===== config.mk =====
export PLATFORM = sky130hd
export DESIGN_NAME = display_scan_mux
export DESIGN_NICKNAME = d
export VERILOG_FILES = /design/src/rtl/display_scan_mux.sv
export SDC_FILE = /design/constraint.sdc
export NUM_CORES = 1
export LEC_CHECK = 0
export CAP_MARGIN = 10
export CORE_AREA = 3 3 118 120
export DETAILED_ROUTE_END_ITERATION = 6
export DIE_AREA = 0 0 121 123
export PLACE_DENSITY_LB_ADDON = 0.3
export SLEW_MARGIN = 20
export SYNTH_ARGS = -nofsm -noshare
export SYNTH_HDL_FRONTEND = slang
export SYNTH_SLANG_ARGS = --single-unit

===== constraint.sdc =====
create_clock -name clock -period 5.5 [get_ports clock]
set_input_delay 0.825 -clock clock [delete_from_list [all_inputs] [get_ports clock]]
set_output_delay 0.825 -clock clock [all_outputs]
set_load 0.02 [all_outputs]

===== src/rtl/display_scan_mux.sv =====
// Debug-display channel selector with manual, timed auto-scan and push-button step modes.
// Optional snapshot/freeze support is built when DISPLAY_FREEZE_EN is defined.
module display_scan_mux #(
  parameter int unsigned CH_COUNT  = 8,
  parameter int unsigned DATA_W    = 32,
  parameter int unsigned SEL_W     = 4,
  parameter int unsigned DWELL     = 50_000_000,
  parameter logic [31:0] BLANK_VAL = 32'h0000F0F0
) (
  input  logic                         clock,
  input  logic                         reset_n,
  input  logic                         en_n,
  input  logic [1:0]                   mode,
  input  logic [SEL_W-1:0]             sel,
  input  logic                         step,
  input  logic                         freeze,
  input  logic [CH_COUNT*DATA_W-1:0]   ch_data,
  output logic [DATA_W-1:0]            hex_display,
  output logic [SEL_W-1:0]             cur_ch,
  output logic                         disp_valid
);

  localparam int unsigned       CNT_W    = $clog2(DWELL);
  localparam logic [DATA_W-1:0] BLANK    = DATA_W'(BLANK_VAL);
  localparam logic [SEL_W-1:0]  LAST_CH  = SEL_W'(CH_COUNT - 1);
  localparam logic [CNT_W-1:0]  LAST_CNT = CNT_W'(DWELL - 1);

  typedef enum logic [1:0] {OFF = 2'd0, MANUAL = 2'd1, SCAN = 2'd2, STEP = 2'd3} state_t;

  state_t                     state;
  state_t                     req_state;
  logic [CNT_W-1:0]           dwell_cnt;
  logic                       step_q;
  logic                       entering;
  logic                       advance;
  logic [SEL_W-1:0]           idx_next;
  logic [CH_COUNT*DATA_W-1:0] src;
  logic [DATA_W-1:0]          src_word;
  logic                       idx_ok;

`ifdef DISPLAY_FREEZE_EN
  logic                       freeze_q;
  logic [CH_COUNT*DATA_W-1:0] snap;

  // Snapshot taken on an enabled rising edge of freeze; shown while freeze stays high.
  always_ff @(posedge clock or negedge reset_n) begin
    if (!reset_n) begin
      freeze_q <= 1'b0;
      snap     <= '0;
    end else if (!en_n) begin
      freeze_q <= freeze;
      if (freeze && !freeze_q) snap <= ch_data;
    end
  end

  assign src = (freeze && freeze_q) ? snap : ch_data;
`else
  logic unused_freeze;
  assign unused_freeze = freeze;
  assign src = ch_data;
`endif

  // Requested state, channel index for this edge and the word it selects.
  always_comb begin
    req_state = OFF;
    case (mode)
      2'b00:   req_state = MANUAL;
      2'b01:   req_state = SCAN;
      2'b10:   req_state = STEP;
      default: req_state = OFF;
    endcase

    entering = (req_state == SCAN || req_state == STEP) && (state != req_state);
    advance  = 1'b0;
    if (!entering) begin
      if (req_state == SCAN)      advance = (dwell_cnt == LAST_CNT);
      else if (req_state == STEP) advance = step & ~step_q;
    end

    idx_next = cur_ch;
    if (req_state == MANUAL) begin
      idx_next = sel;
    end else if (entering) begin
      if (cur_ch > LAST_CH) idx_next = '0;
    end else if (advance) begin
      idx_next = (cur_ch == LAST_CH) ? '0 : cur_ch + SEL_W'(1);
    end

    src_word = BLANK;
    idx_ok   = 1'b0;
    for (int unsigned k = 0; k < CH_COUNT; k++) begin
      if (idx_next == SEL_W'(k)) begin
        src_word = src[k*DATA_W +: DATA_W];
        idx_ok   = 1'b1;
      end
    end
  end

  // Disabled display blanks and freezes everything except the step edge detector.
  always_ff @(posedge clock or negedge reset_n) begin
    if (!reset_n) begin
      state       <= OFF;
      hex_display <= BLANK;
      cur_ch      <= '0;
      disp_valid  <= 1'b0;
      dwell_cnt   <= '0;
      step_q      <= 1'b0;
    end else begin
      step_q <= step;
      if (en_n) begin
        hex_display <= BLANK;
        disp_valid  <= 1'b0;
      end else begin
        state  <= req_state;
        cur_ch <= idx_next;
        if (req_state == SCAN && !entering)
          dwell_cnt <= advance ? '0 : dwell_cnt + CNT_W'(1);
        else if (entering || state == SCAN)
          dwell_cnt <= '0;
        if (req_state == OFF) begin
          hex_display <= BLANK;
          disp_valid  <= 1'b0;
        end else begin
          hex_display <= src_word;
          disp_valid  <= idx_ok;
        end
      end
    end
  end

endmodule


==> flow_summary.yaml <==
status:
  outcome: "completed"
clock_network:
  root_buffer: "clkbuf_16"
  clk_path_buf_depth: 2
  cts_resized: 0
  clk_pin_slew_ns: 0.05
  clock_latency_ns: 0.33
  cts_hold_buffers: 0
  htreeDepth: 3
  post-cts-setup-buffers: 0
  cts_sinks: 66
  cts_tree: "done"
  cts_inserted_buffers: 9
placement:
  dp.cells: 1038
  post-dp-hpwl_mm: 18.69
  place_ws_ns: 0.5120
  globalplace.congestion: 0.9773
  io_buffers: 302
  post_dp_cell_area_mm2: 0.008117
grt:
  grt_max_degree: 67
  overflow: 0
  antenna_found_initial: 0
  grt_first_pass_wirelength_mm: 34.38
  grt_pass1_vias: 6107
  grt_usage_pct: 30.28
synth:
  synth_nets: 871
  synth.area.top_cells: "dfrtp_1, o21ai_0, nand2_1"
  postSynthAreaPerCell_um2: 8.375
  synth_edf_count: 0
  synthCells: 597
  ys_ff_latch: 66
  yosysTopAreaCellShare_pct: 29.03
  ys_types: 66
  syn_area_mm2: 0.005000
  synth_warnings: 0
  synth-async-reset-ratio_pct: 100.0
  synth_flop_cell: "dfrtp_1"
  synth_largest_area_cell: "dfrtp_1"
  ys_seq_area_share_pct: 33.23
power:
  vdd_drop_max_v: 0.0001471
  p_sw_share_pct: 37.48
  pwr-share-comb_pct: 49.4
  power.switching_w: 0.0008586
  power_frac_seq_pct: 26.3
  p_total_w: 0.002291
  p_clk_share_pct: 24.3
  leakage_nw: 3.285
  power.density_mw_per_mm2: 272.3
  p_int_w: 0.001432
sta:
  slew_violations: 0
  rsz0062_at_grt: "false"
  tightest_slew_ns: 0.8637
  fmax_ghz: 0.2113
  setup_tns_ns: 0
  finalCritPeriodShare_pct: 86.06
  relSlewSlack_pct: 42.42
  finalHoldViolCount: 0
  period_needed_ns: 4.733
  finClkSkew_ns: 0.009074
  finalSetupViolCount: 0
  fin_ws_ns: 0.7669
worst_setup_path:
  critPathTopFamily: "simple AND/OR/NAND/NOR gates"
  crit_path_cell_trace: "clkdlybuf4s50_1 > inv_1 > ha_1 > o211ai_1 > nand3_2 > nor4b_1 > a221o_2 > buf_4 > and3_1 > buf_4 > a22oi_1 > o22ai_1"
  end_kind: "flop"
  r2r_slack_ns: 1.59
  crit_path_start_kind: "primary input"
  crit_arrival_ns: 4.96
  worstSetupPathType: "primary input to flop"
  worst_path_max_delay_cell: "nor4b_1"
  worst-path-buf-inv: 4
  path_common_cell: "buf_4"
  crit_required_ns: 5.72
  crit_fanout: 20
  max_stage_delay_ns: 0.66
drt:
  route.detailed.drc: 0
  dr_total_vias: 6289
  drt_iter0_markers: 633
  wl_mm: 23.67
  first_pass_iters: 5
  ant_nets: 0
  routedWlPerCell_um: 22.46
  via_per_inst: 5.967
floorplan:
  initial_core_util_pct: 38.21
  dieArea_mm2: 0.01488
  num_io_pins: 304
  die_h_um: 123
  die_width_um: 121
  core_mm2: 0.01309
  row_count: 42
finish:
  nets: 1147
  final_common_cell: "clkdlybuf4s50_1"
  drive_above_1_share_pct: 7.062
  diodes: 0
  layout_common_cells: "clkdlybuf4s50_1, nand2_1, o21ai_0, dfrtp_1, nor2_1"
  fillers: 1094
  area_delta_synth_final_pct: 68.22
  final_area_mm2: 0.008411
  fin_cells: 1054
min_path:
  hold_class: "flop to flop"
run:
  drv_cap: 0
-- final cells by class --
class                           count  area, um2  area share [%]
Timing Repair Buffer              317       3131           37.22
Clock inverter                      2      10.01          0.1190
Clock buffer                       14      284.0           3.377
Multi-Input combinational cell    473       3082           36.64
Tap cell                          176      220.2           2.618
Sequential cell                    66       1662           19.76
Inverter                            6      22.52          0.2678
-- sequential cells by signal, summed over array words and instances, names as in the netlist --
signal       flops
hex_display     32
dwell_cnt       26
cur_ch           4
state            2
disp_valid       1
step_q           1
-- cells in the mapped netlist, drive strengths merged (2+ instances only) --
master	instances
a22oi	16
a221o	7
ha	7
nand2	75
o22ai	21
dfstp	8
o221ai	5
buf	32
o211ai	7
or3	2
a31oi	5
nand4	13
o2bb2ai	15
xnor2	2
o32ai	11
nand2b	2
nor2	37
a21o	6
mux2i	17
and3	9
nor4b	3
a222oi	11
o21ai	70
or2	3
a21oi	29
xor2	2
dfrtp	58
nor2b	4
mux2	4
clkbuf	20
nor3	19
nand3	13
inv	6
and2	4
o31ai	7
and4	7
or4	2
a32oi	6
a221oi	20
-- per-stage QoR --
stage / hold WS (ns) / utilization, %
2_1_floorplan: 0.4406 / -
3_3_place_gp: 0.4572 / 62.03
3_5_place_dp: 0.4899 / 62.03
4_1_cts: 0.4953 / 64.28
5_1_grt: 0.5101 / 64.28
6_report: 0.4977 / 64.28
-- worst paths after layout --
path                            cells past startpoint                         to                     start
min in group asynchronous                           2  dwell_cnt[20]$_DFFE_PN0P_                   reset_n
worst max-delay path                               12  hex_display[19]$_DFF_PN0_                   mode[0]
worst max register to register                     10  hex_display[17]$_DFF_PN0_  dwell_cnt[0]$_DFFE_PN0P_
worst min-delay path                                1   dwell_cnt[6]$_DFFE_PN0P_  dwell_cnt[6]$_DFFE_PN0P_
worst min register to register                      1   dwell_cnt[6]$_DFFE_PN0P_  dwell_cnt[6]$_DFFE_PN0P_
max in group asynchronous                           2  hex_display[10]$_DFF_PN0_                   reset_n
-- logic make-up (layout without fill, tap and decap cells) --
group	after synthesis	in the layout	share of synthesized area, %
buf+inv	58	339	5.781
fa+ha+maj	7	7	1.752
compound gates	243	243	33.73
simple gates	198	198	20.50
xor+xnor	4	4	0.7008
mux	21	21	4.304
flops	66	66	33.23
-- per-layer routing --
layer  up-vias  wire length (um)  track usage, %
li1       2891                 -               -
met5         -                 0               0
met2       375             11540           50.23
met1      2973              9122           38.12
met3        50              2313           8.463
met4         0               692           10.34
-- power groups by stage --
stage	sequential [W]	combinational (W)	clock (W)
CTS	0.000600	0.00112	0.000564
floorplan	0.000669	0.000538	0
finish	0.000602	0.00113	0.000558
global route	0.000608	0.00120	0.000590
global placement	0.000605	0.00110	0
detailed placement	0.000608	0.00111	0
(Power assumes the default switching activity.)
